===== src/rtl/bitonic_sorter_pkg.sv =====
// rtl/bitonic_sorter_pkg.sv - shared sizes and (k,j) stage table for the 8-element bitonic sorter
package bitonic_sorter_pkg;

  localparam int DEF_WIDTH = 8;
  localparam int N_ELEMS   = 8;
  localparam int LOG2N     = 3;
  localparam int STAGES    = 6;

  // Stage s of the network runs with block size k and pair distance j.
  function automatic int stage_k(input int s);
    case (s)
      0:       return 2;
      1, 2:    return 4;
      default: return 8;
    endcase
  endfunction

  function automatic int stage_j(input int s);
    case (s)
      0, 2, 5: return 1;
      1, 4:    return 2;
      default: return 4;
    endcase
  endfunction

endpackage


===== src/rtl/bitonic_sorter_cas.sv =====
// rtl/bitonic_sorter_cas.sv - combinational compare-and-exchange; i_dir = 1 puts the smaller value on o_a
module bitonic_cas
  import bitonic_sorter_pkg::*;
#(
  parameter int unsigned WIDTH = DEF_WIDTH
) (
  input  logic             i_dir,
  input  logic [WIDTH-1:0] i_a,
  input  logic [WIDTH-1:0] i_b,
  output logic [WIDTH-1:0] o_a,
  output logic [WIDTH-1:0] o_b
);

  logic w_swap;

  // Equal values never swap, in either direction.
  assign w_swap = i_dir ? (i_a > i_b) : (i_a < i_b);
  assign o_a    = w_swap ? i_b : i_a;
  assign o_b    = w_swap ? i_a : i_b;

endmodule


===== src/rtl/bitonic_sorter.sv =====
// rtl/bitonic_sorter.sv - 6-stage pipelined bitonic sorter for 8 unsigned elements
// with a single global advance shared by every stage register.
module bitonic_sorter
  import bitonic_sorter_pkg::*;
#(
  parameter int unsigned WIDTH = DEF_WIDTH,
  parameter int unsigned N     = N_ELEMS
) (
  input  logic               clk,
  input  logic               rst_n,
  input  logic               in_valid,
  output logic               in_ready,
  input  logic               in_desc,
  input  logic [N*WIDTH-1:0] data_in,
  output logic               out_valid,
  input  logic               out_ready,
  output logic [N*WIDTH-1:0] data_out
);

  if (N != N_ELEMS || STAGES != LOG2N * (LOG2N + 1) / 2) begin : g_bad_cfg
    $error("bitonic_sorter supports N = 8 only");
  end

  logic [STAGES-1:0]  r_valid;
  logic [STAGES-1:0]  r_desc;
  logic [N*WIDTH-1:0] r_data [STAGES];
  logic [N*WIDTH-1:0] w_net  [STAGES];
  logic               w_adv;

  assign w_adv     = !r_valid[STAGES-1] || out_ready;
  assign in_ready  = w_adv;
  assign out_valid = r_valid[STAGES-1];
  assign data_out  = r_data[STAGES-1];

  for (genvar s = 0; s < STAGES; s++) begin : g_stage
    localparam int K = stage_k(s);
    localparam int J = stage_j(s);

    logic [N-1:0][WIDTH-1:0] w_in;
    logic [N-1:0][WIDTH-1:0] w_out;
    logic                    w_desc;

    if (s == 0) begin : g_src
      assign w_in   = data_in;
      assign w_desc = in_desc;
    end else begin : g_src
      assign w_in   = r_data[s-1];
      assign w_desc = r_desc[s-1];
    end

    // Pair p maps to the p-th lower index i (bit j clear) and its partner i + j.
    for (genvar p = 0; p < N / 2; p++) begin : g_pair
      localparam int   LO       = (p / J) * 2 * J + (p % J);
      localparam int   HI       = LO + J;
      localparam logic BASE_ASC = ((LO & K) == 0);

      bitonic_cas #(.WIDTH(WIDTH)) u_cas (
        .i_dir (BASE_ASC ^ w_desc),
        .i_a   (w_in[LO]),
        .i_b   (w_in[HI]),
        .o_a   (w_out[LO]),
        .o_b   (w_out[HI])
      );
    end

    assign w_net[s] = w_out;
  end

  always_ff @(posedge clk or negedge rst_n) begin
    if (!rst_n) begin
      r_valid <= '0;
      r_desc  <= '0;
      for (int s = 0; s < STAGES; s++) r_data[s] <= '0;
    end else if (w_adv) begin
      r_valid <= {r_valid[STAGES-2:0], in_valid};
      r_desc  <= {r_desc[STAGES-2:0], in_desc};
      for (int s = 0; s < STAGES; s++) r_data[s] <= w_net[s];
    end
  end

endmodule


===== config.mk =====
export PLATFORM = sky130hd
export DESIGN_NAME = bitonic_sorter
export DESIGN_NICKNAME = d
export VERILOG_FILES = /design/src/rtl/bitonic_sorter_pkg.sv /design/src/rtl/bitonic_sorter_cas.sv /design/src/rtl/bitonic_sorter.sv
export SDC_FILE = /design/constraint.sdc
export NUM_CORES = 1
export LEC_CHECK = 0
export ABC_AREA = 1
export CAP_MARGIN = 20
export CORE_ASPECT_RATIO = 0.8
export CORE_UTILIZATION = 41
export DETAILED_ROUTE_END_ITERATION = 6
export DONT_BUFFER_PORTS = 1
export PLACE_DENSITY = 0.58
export SETUP_SLACK_MARGIN = 0.05
export SLEW_MARGIN = 30
export SYNTH_ARGS = -nofsm -noshare
export SYNTH_HDL_FRONTEND = slang
export SYNTH_SLANG_ARGS = --single-unit
export TNS_END_PERCENT = 20

===== constraint.sdc =====
create_clock -name clk -period 2.17 [get_ports clk]
set_input_delay 0.3255 -clock clk [delete_from_list [all_inputs] [get_ports clk]]
set_output_delay 0.3255 -clock clk [all_outputs]
set_load 0.01 [all_outputs]

-- Yosys cells after proc, flatten, opt, wreduce, memory -nomap -nowiden
Cells that the tools add are included.
- register bits after elaboration: 395
- logic and storage cells: 130
- bits of input ports: 69
- output and inout bits: 66
- magnitude comparators: 48
- muxes and demuxes: 72
- reductions and logical operators: 2
- operators with widths (cell ; number):
    2-to-1 mux 8 bit ; 48
    greater-than comparator 8 bit ; 24
    < comparator 8 bit ; 24
    2-to-1 mux 1 bit ; 24
    zero test 1 bit ; 1
    logical OR 1 bit ; 1

-- Longest topological paths before layout
- word-level depth: 3
- depth in mapped cells: 15
- gate-level depth less buffers: 14

-- Cells and area by module
From an unflattened synthesis, not the netlist that was laid out.
- cell total of the unflattened synthesis: 3925
- area, all modules: 27553.9 sq um
- modules (own cells, without submodules) (module ; area an instance (sq um) ; cells an instance ; instances ; seq. area each (sq um)):
    bitonic_sorter ; 15632.5 ; 1717 ; 1 ; 9884.5
    bitonic_cas ; 496.7 ; 92 ; 24 ; 0.0

-- Worst setup path after synthesis
No wires, ideal clock.
- kind: input to register
- from: input port data_in[31]
- to: register r_data (netlist bit g_stage[1].w_in[24])
- setup slack: 0.501 ns
- stages on the path: 10
- path buffers: 1
- arrival time: 1.552 ns
- cells stage by stage: inv_1 ha_1 a21o_1 nor2_4 nand3_4 nand2_4 buf_12 nand2_2 nand3_1 nand2_1
- cells in the longest elaborated chain, start to end: 3
- elaborated cells on any way between the ends: 4
- classes of those cells: 2 x order compare; 2 x mux
- RTL lines (what ; RTL line ; text):
    start: declaration ; bitonic_sorter.sv:14 ; input logic [N*WIDTH-1:0] data_in,
    < comparator 8 bit / greater-than comparator 8 bit (equally long branches) ; bitonic_sorter_cas.sv:17 ; assign w_swap = i_dir ? (i_a > i_b) : (i_a < i_b);
    2-to-1 mux 1 bit * ; bitonic_sorter_cas.sv:17 ;
    2-to-1 mux 8 bit * ; bitonic_sorter_cas.sv:19 ; assign o_b = w_swap ? i_a : i_b;
    end: declaration ; bitonic_sorter.sv:26 ; logic [N*WIDTH-1:0] r_data [STAGES];
Mark *: on every way between the ends. The rest lies on a longest branch, timed or not.
A chain may end at the register's enable or synchronous reset.

-- Worst setup path after layout
- from: register r_data (netlist bit g_stage[4].w_in[23])
- to: register r_data (netlist bit g_stage[5].w_in[19])
- cells in the longest elaborated chain, start to end: 3
- elaborated cells on any way between the ends: 4
- classes of those cells: 2 x order compare; 2 x mux
- RTL lines (what ; RTL line):
    greater-than comparator 8 bit / < comparator 8 bit (equally long branches) ; bitonic_sorter_cas.sv:17
    2-to-1 mux 1 bit * ; bitonic_sorter_cas.sv:17
    2-to-1 mux 8 bit * ; bitonic_sorter_cas.sv:19
Marked as above.

==> summary.md <==
| Metric | Value |
|---|---|
| Final setup fails | 0 |
| Seq/Total Area, Yosys | 0.376 |
| Post-Route Utilization | 0.467 |
| First-pass GRT wire length | 115000 um |
| Synth cell types | 30 |
| Row count | 82 |
| Ant diodes | 0 |
| Top cells by area, synth | dfrtp_1 38%, nand2_1 20%, nand3_1 15%, ha_1 9.1%, inv_1 6.7% |
| Total CTS buffers | 47 |
| Worst-path clk slew | 60 ps |
| Wirelength per Cell | 15.3 um |
| Crit Path Category | reg2reg |
| Clock Latency Late Sink | 590 ps |
| Area grow syn2layout | 11.9% |
| Crit-path max FO | 17 |
| H-tree depth | 2 |
| Final period utilization | 0.940 |
| Total track usage | 0.217 |
| Mapped Cells | 3668 |
| Global route total overflow | 0 |
| NumNets Final | 3957 |
| Clock Path Buffers | 3 |
| Die H | 228 um |
| Required @ worst endpoint | 2690 ps |
| Die ar. | 65100 um^2 |
| Vias | 22900 |
| CTS tree | built |
| IO Count | 135 |
| CTS Sinks | 395 |
| Syn Area/Cell | 7.16 um^2 |
| Number of synthesized register bits | 395 |
| Multi-input gate area | 13600 um^2 |
| Hold buffers post-CTS | 65 |
| HP Class | in2async |
| Post-Syn Nets | 3929 |
| Status | finished with violations |
| Most common cell after layout, fill and taps aside | nand2_1 |
| Die width | 285 um |
| RSZ-0062 raised after global routing | true |
| Max Cap Viol | 0 |
| Vias in the first global route | 21500 |
| Actual slew at the worst max-slew pin | 778 ps |
| Most frequent cells in the layout | 1375 x nand2_1, 765 x nand3_1, 469 x inv_1, 394 x dfrtp_1, 192 x ha_1 |
| Synth Cell Area | 26300 um^2 |
| Starting DRT DRC Count | 1693 |
| DRT Pass-1 Iters | 5 |
| Number of routed nets with antenna violations | 0 |
| WP data arrival | 2560 ps |
| Final min period | 2040 ps |
| Layout cells sized above 1 | 0.0845 |
| Fill count | 6430 |
| Core Region | 63000 um^2 |
| Final hold vios | 240 |
| Area leader, netlist | dfrtp_1 |
| Clock tree root buffer cell | clkbuf_16 |
| Max Freq | 490 MHz |
| Setup TNS Final | 0 ps |
| Hold WS | -559 ps |
| Register area | 9890 um^2 |
| Final count of pins violating max slew | 0 |
| CP endpoint kind | flop |
| Global placer's final weighted congestion | 0.906 |
| Largest net degree at the start of global routing | 396 |
| Port Buffer Count | 0 |
| Slew headroom | 0.481 |
| Drt drc | 0 |
| Critical Path Start Type | flop |
| Via-per-instance ratio | 5.01 |
| Final WL | 69900 um |
| Initial antenna violation count | 0 |
| YS warnings | 0 |
| DP Wirelength | 49900 um |
| Area fraction of the dominant cell type after synthesis | 0.376 |
| Clock Skew | 16.5 ps |
| Initial core utilization | 0.417 |
| Failing checks | hold timing |
[routing by layer]
metal  track usage  up-vias  wire (um)
li1              -    11700          -
met1         0.334    10700      35600
met2         0.314      485      28800
met3        0.0388       80       4230
met4        0.0503        0       1280
met5             0        -          0
[per-stage QoR]
| stage | cell area [um^2] | setup slack [ps] | instances |
|---|---|---|---|
| 2_1_floorplan | 26300 | 501 | 3668 |
| 3_5_place_dp | 27000 | 172 | 4417 |
| 6_report | 29400 | 130 | 4568 |
| 4_1_cts | 29300 | 176 | 4563 |
| 3_3_place_gp | 27000 | 189 | 4417 |
| 5_1_grt | 29400 | 2.49 | 4568 |
[cell type report]
class | instances | area share
multi-input cells | 2636 | 0.464
flip-flops and latches | 395 | 0.336
well taps | 840 | 0.0358
repair buffers | 142 | 0.0474
clock inverters | 19 | 0.0112
clock buffers | 62 | 0.0450
inverters | 474 | 0.0608
[cell families after synthesis]
group / share of synthesized area
buf+inv: 0.106
fa+ha+maj: 0.0915
simple gates: 0.404
flops: 0.376
compound gates: 0.0222
[worst max-delay path: stages, from the launching register on]
cell,delay (ps)
dfrtp_1,400
inv_1,90
ha_1,310
a21o_1,190
nor2_2,140
nand2_1,100
nand2_4,170
nand2_4,160
nand2_1,90
nand3_1,180
nand2_1,120
[synth_stat cells, drive strengths merged]
library cell  count
a21o             24
a21oi            66
buf             123
clkbuf           41
dfrtp           395
ha              192
inv             474
nand2          1465
nand3           792
nand4             6
nor2             82
o21ai             7
or2               1
[timing repair]
action / in CTS / in global routing
resized for setup: 0 / 3
endpoints found under the hold margin: 452 / 240
setup buffers: 0 / 2
endpoints found under the setup margin: 0 / 42
[flip-flops by register name, summed over array words and instances (netlist names)]
name	count
g_stage.w_in	320
data_out	64
r_valid	6
r_desc	5
[worst paths after layout]
kind                                          start                   to  depth (start not counted)  slack [ps]
worst max-delay path            g_stage[4].w_in[23]  g_stage[5].w_in[19]                         10         130
worst min-delay path                          rst_n  g_stage[1].w_in[45]                          0        -560
worst max register to register  g_stage[4].w_in[23]  g_stage[5].w_in[19]                         10         130
worst min register to register           r_valid[3]           r_valid[4]                          2         470
max in group asynchronous                     rst_n  g_stage[5].w_in[58]                          2        1040
min in group clk                        data_in[27]  g_stage[1].w_in[27]                          4          30
Power is left out: the tool's default activity adds up to more than one toggle a clock period on the data nets, which glitch-free logic cannot reach.
